<file path="config.mk">
export PLATFORM = sky130hd
export DESIGN_NAME = pwm_core
export DESIGN_NICKNAME = d
export VERILOG_FILES = /design/src/rtl/pwm_core.sv
export SDC_FILE = /design/constraint.sdc
export NUM_CORES = 1
export LEC_CHECK = 0
export CELL_PAD_IN_SITES_DETAIL_PLACEMENT = 1
export CELL_PAD_IN_SITES_GLOBAL_PLACEMENT = 1
export CORE_UTILIZATION = 41
export CTS_BUF_LIST = sky130_fd_sc_hd__clkbuf_4 sky130_fd_sc_hd__clkbuf_8
export DETAILED_ROUTE_END_ITERATION = 6
export PLACE_DENSITY = 0.73
export SYNTH_ARGS = -nofsm -noshare
export SYNTH_HDL_FRONTEND = slang
export SYNTH_SLANG_ARGS = --single-unit
</file>
<file path="constraint.sdc">
create_clock -name clk -period 1.6 [get_ports clk]
set_input_delay 0.32 -clock clk [delete_from_list [all_inputs] [get_ports clk]]
set_output_delay 0.32 -clock clk [all_outputs]
set_load 0.05 [all_outputs]
</file>
<file path="src/rtl/pwm_core.sv">
// pwm_core: duty-cycle PWM generator driven by a prescaler tick strobe.
// An R-bit phase counter advances once per tick and wraps at the active
// period. The active period/duty pair is double-buffered behind a shadow
// pair, so a software load only takes effect on a period boundary or while idle.
module pwm_core #(
   parameter int unsigned R = 8
) (
   input  logic         clk,
   input  logic         reset_n,
   input  logic         tick,
   input  logic         enable,
   input  logic [R-1:0] period_in,
   input  logic [R-1:0] duty_in,
   input  logic         load,
   input  logic         invert,
   output logic         pwm_out,
   output logic         period_end,
   output logic         pending
);

   logic [R-1:0] cnt;
   logic [R-1:0] period_q;
   logic [R-1:0] duty_q;
   logic [R-1:0] period_sh;
   logic [R-1:0] duty_sh;
   logic         bnd;
   logic         apply_ok;
   logic         raw;

   // Wrap detection, the "safe to apply new values" window and the raw compare.
   always_comb begin
      bnd      = enable & tick & (cnt == period_q);
      apply_ok = bnd | ~enable;
      raw      = enable & (cnt < duty_q);
   end

   // Phase counter: cleared while idle, advances per tick, wraps at period_q.
   always_ff @(posedge clk or negedge reset_n) begin
      if (!reset_n) begin
         cnt <= '0;
      end else if (!enable) begin
         cnt <= '0;
      end else if (tick) begin
         if (bnd) begin
            cnt <= '0;
         end else begin
            cnt <= cnt + 1'b1;
         end
      end
   end

   // Active/shadow registers. A load landing in the apply window bypasses
   // the shadow; otherwise it parks there until the next window.
   always_ff @(posedge clk or negedge reset_n) begin
      if (!reset_n) begin
         period_q  <= '0;
         duty_q    <= '0;
         period_sh <= '0;
         duty_sh   <= '0;
         pending   <= 1'b0;
      end else if (load && apply_ok) begin
         period_q  <= period_in;
         duty_q    <= duty_in;
         period_sh <= period_in;
         duty_sh   <= duty_in;
         pending   <= 1'b0;
      end else if (load) begin
         period_sh <= period_in;
         duty_sh   <= duty_in;
         pending   <= 1'b1;
      end else if (pending && apply_ok) begin
         period_q  <= period_sh;
         duty_q    <= duty_sh;
         pending   <= 1'b0;
      end
   end

   // Registered outputs: polarity-adjusted waveform and the wrap pulse.
   always_ff @(posedge clk or negedge reset_n) begin
      if (!reset_n) begin
         pwm_out    <= 1'b0;
         period_end <= 1'b0;
      end else begin
         pwm_out    <= raw ^ invert;
         period_end <= bnd;
      end
   end

endmodule

</file>
==> impl_results.md <==
* Run status: complete, but fails checks
* Failing checks: negative setup slack
* EDFF count, synth at 0
* Slew Limit Fails at 0
* Share of post-route cells with drive strength above 1 at 0.4079
* Die Height at around 76 um
* Wire length of the first global-routing pass at between 10 and 15 mm
* Standard-cell rows at 26
* Crit share post-route at 1.154
* CTS buffer count at 5
* Area Growth Syn to Fin at 51.69%
* Comb pwr share at 0.272
* Fmax achieved at around 540 MHz
* Core area at about 0.0052 mm2
* Final #Nets at between 300 and 400
* Mapped cell area at approximately 0.0023 mm2
* Vias in the first global route at 2153
* Die ar. at around 0.0058 mm2
* Most frequent cells in the layout: 41 x dfrtp_1, 34 x buf_4, 18 x clkdlybuf4s50_1, 17 x nand2_1, 16 x mux2_2
* Worst VDD drop at roughly 0.00067 V
* Final Hold Vio Count at 0
* Hold Crit Class: primary input to register
* Worst-path maximum fanout at 7
* Min cycle time layout at ~1800 ps
* Routed WL at between 7 and 8 mm
* Top FF cell, synth: dfrtp_1
* Setup ws final at -245.6 ps
* Yosys warnings at 0
* FFs w/ async S/R, synth at 1.000
* #FFs+latches synth at 43
* First-pass detailed-route iteration total at 4
* GRT overflow at 0
* Switching pwr at around 0.91 mW
* Clk network pwr share at 0.271
* Vias at ~2000
* Average size of a mapped cell at approximately 11 um2
* I/O pin cnt at 25
* RSZ-0062 raised after global routing: yes
* Net Sw Frac at 0.3173
* Sequential share of power at 0.457
* Int Pwr at roughly 2.0 mW
* WL/cell at between 20 and 25 um
* Clock root cell: clkbuf_8
* I/O Buffers at 24
* Leading cell type in the layout, fill and taps excluded: dfrtp_1
* Starting Density at 0.4339
* P_leak at between 1 and 1.5 nW
* CP Launch Type: register
* Worst-margin pin slew at approximately 370 ps
* Setup crit end kind: register
* Initial antenna violation count at 0
* Final setup violation count at 26
* GRT Total Usage at 0.2538
* Filler cells at 523
* CTS Buffer Depth at 2
* Largest net degree at the start of global routing at 44
* Iter 0 DRT Violations at between 100 and 150
* Rel. slew slack at 0.7537
* Total power at between 2 and 3 mW
* Worst skew pair latency at around 320 ps
* H-Tree Level Count at 2
* Final cell count without fillers at around 350
* PD cells at 836.9 mW/mm2
* Worst Setup Path Type: register to register
* Unique masters post-synth at 37
* Routability cong. at 0.7662
* Number of clock sinks at 43
* Sequential cell area fraction in the yosys report at 0.4765
* Max-cap violations at 0
* Worst EP required at 1830 ps
* Final ANT Viol Nets at 0
* Final HPWL DP at 4.731 mm
* R2R Setup Slk at -250 ps
* DIE WIDTH at roughly 76 um
* Critical Path AT at roughly 2100 ps
* Final Skew at 11.49 ps
* Inserted Diodes at 0
* Synthesized Nets at 245
* Clk slew on worst S/H paths at ~100 ps
* # placed instances at around 330
* Post-route DRC at 0
* Via/cell ratio at about 5.7
* CTS tree: yes
* Cells after Synth at between 200 and 250
power groups by stage:
stage          Combinational [mW]  Clock, mW  Sequential, mW
2_1_floorplan               0.339          0            1.30
3_3_place_gp                0.574          0            1.30
3_5_place_dp                0.614          0            1.31
4_1_cts                     0.702      0.767            1.30
5_1_grt                     0.823      0.850            1.32
6_report                    0.779      0.777            1.31
final cells by class:
class	count	area, um2	share of cell area
clock buffer	6	82.58	0.02411
clock inverter	2	16.27	0.004748
inverter	8	30.03	0.008766
multi-input combinational	152	1508	0.4401
sequential	43	1079	0.3148
tap	70	87.58	0.02557
timing repair buffer	66	623.1	0.1819
path summary, 6_finish.rpt:
path	end	startpoint	cells past startpoint
worst max-delay path	duty_q[6]	cnt[0]	7
worst min-delay path	cnt[0]	tick	3
worst max register to register	duty_q[6]	cnt[0]	7
worst min register to register	period_sh[4]	period_sh[4]	1
max in group asynchronous	cnt[2]	reset_n	3
min in group asynchronous	period_q[5]	reset_n	3
stage by stage:
| stage | worst slack (ps) | util | hold slack, ps | setup TNS [ps] | instance area, um2 |
|---|---|---|---|---|---|
| 2_1_floorplan | -75.41 | - | 24.41 | -931.1 | 2384 |
| 3_3_place_gp | -321.7 | 0.5627 | 313.2 | -8077 | 2929 |
| 3_5_place_dp | -467.1 | 0.5627 | 314.1 | -10920 | 2929 |
| 4_1_cts | -133.4 | 0.6221 | 514.5 | -2329 | 3238 |
| 5_1_grt | -354.0 | 0.6582 | 401.7 | -6289 | 3426 |
| 6_report | -245.6 | 0.6582 | 413.0 | -3918 | 3426 |
cell usage after synthesis (all sizes together), types with 7 or more instances:
cell      n  share of area
o21ai    11          0.024
xnor2    10          0.039
inv       8          0.013
a2bb2oi  10          0.039
dfrtp    43           0.48
ha        8          0.044
o22ai     7          0.019
nor2     18          0.030
nand2    17          0.028
mux2     16          0.080
cells by family after synthesis:
group,count (synthesis),synth area share
AO/OA/AOI/OAI,48,0.1618
XOR/XNOR,15,0.05817
adder cells (fa/ha/maj),8,0.04432
buffers and inverters,20,0.03878
flip-flops,43,0.4765
multiplexers,16,0.07978
AND/OR/NAND/NOR,65,0.1407
registers in the layout, summed over array words and instances, names as in the netlist:
register,cells
cnt,8
duty_q,8
duty_sh,8
pending,1
period_end,1
period_q,8
period_sh,8
pwm_out,1
metal layers:
| metal | share of wire | track usage | up-vias |
|---|---|---|---|
| met2 | 0.51 | 0.4342 | 48 |
| met4 | 0.048 | 0.1115 | 0 |
| met5 | 0 | 0 | - |
| met3 | 0.037 | 0.06467 | 26 |
| li1 | - | - | 901 |
| met1 | 0.41 | 0.2995 | 1017 |
critical path, cell delays in order, from the launching register on:
cell       delay (ps)
dfrtp_1           440
xnor2_1           170
nand3_1           130
buf_4             170
o31ai_4           270
o21a_1            220
buf_6             150
a2bb2oi_1         210
repair_timing:
item                                    in CTS  in global routing
gates resized for setup                     33                 30
hold buffers                                 1                  0
pin swaps                                   11                 17
buffers inserted                             0                  5
endpoints found under the setup margin      26                 26
endpoints found under the hold margin       43                  0
No activity file was read; power rests on OpenSTA's default activity.
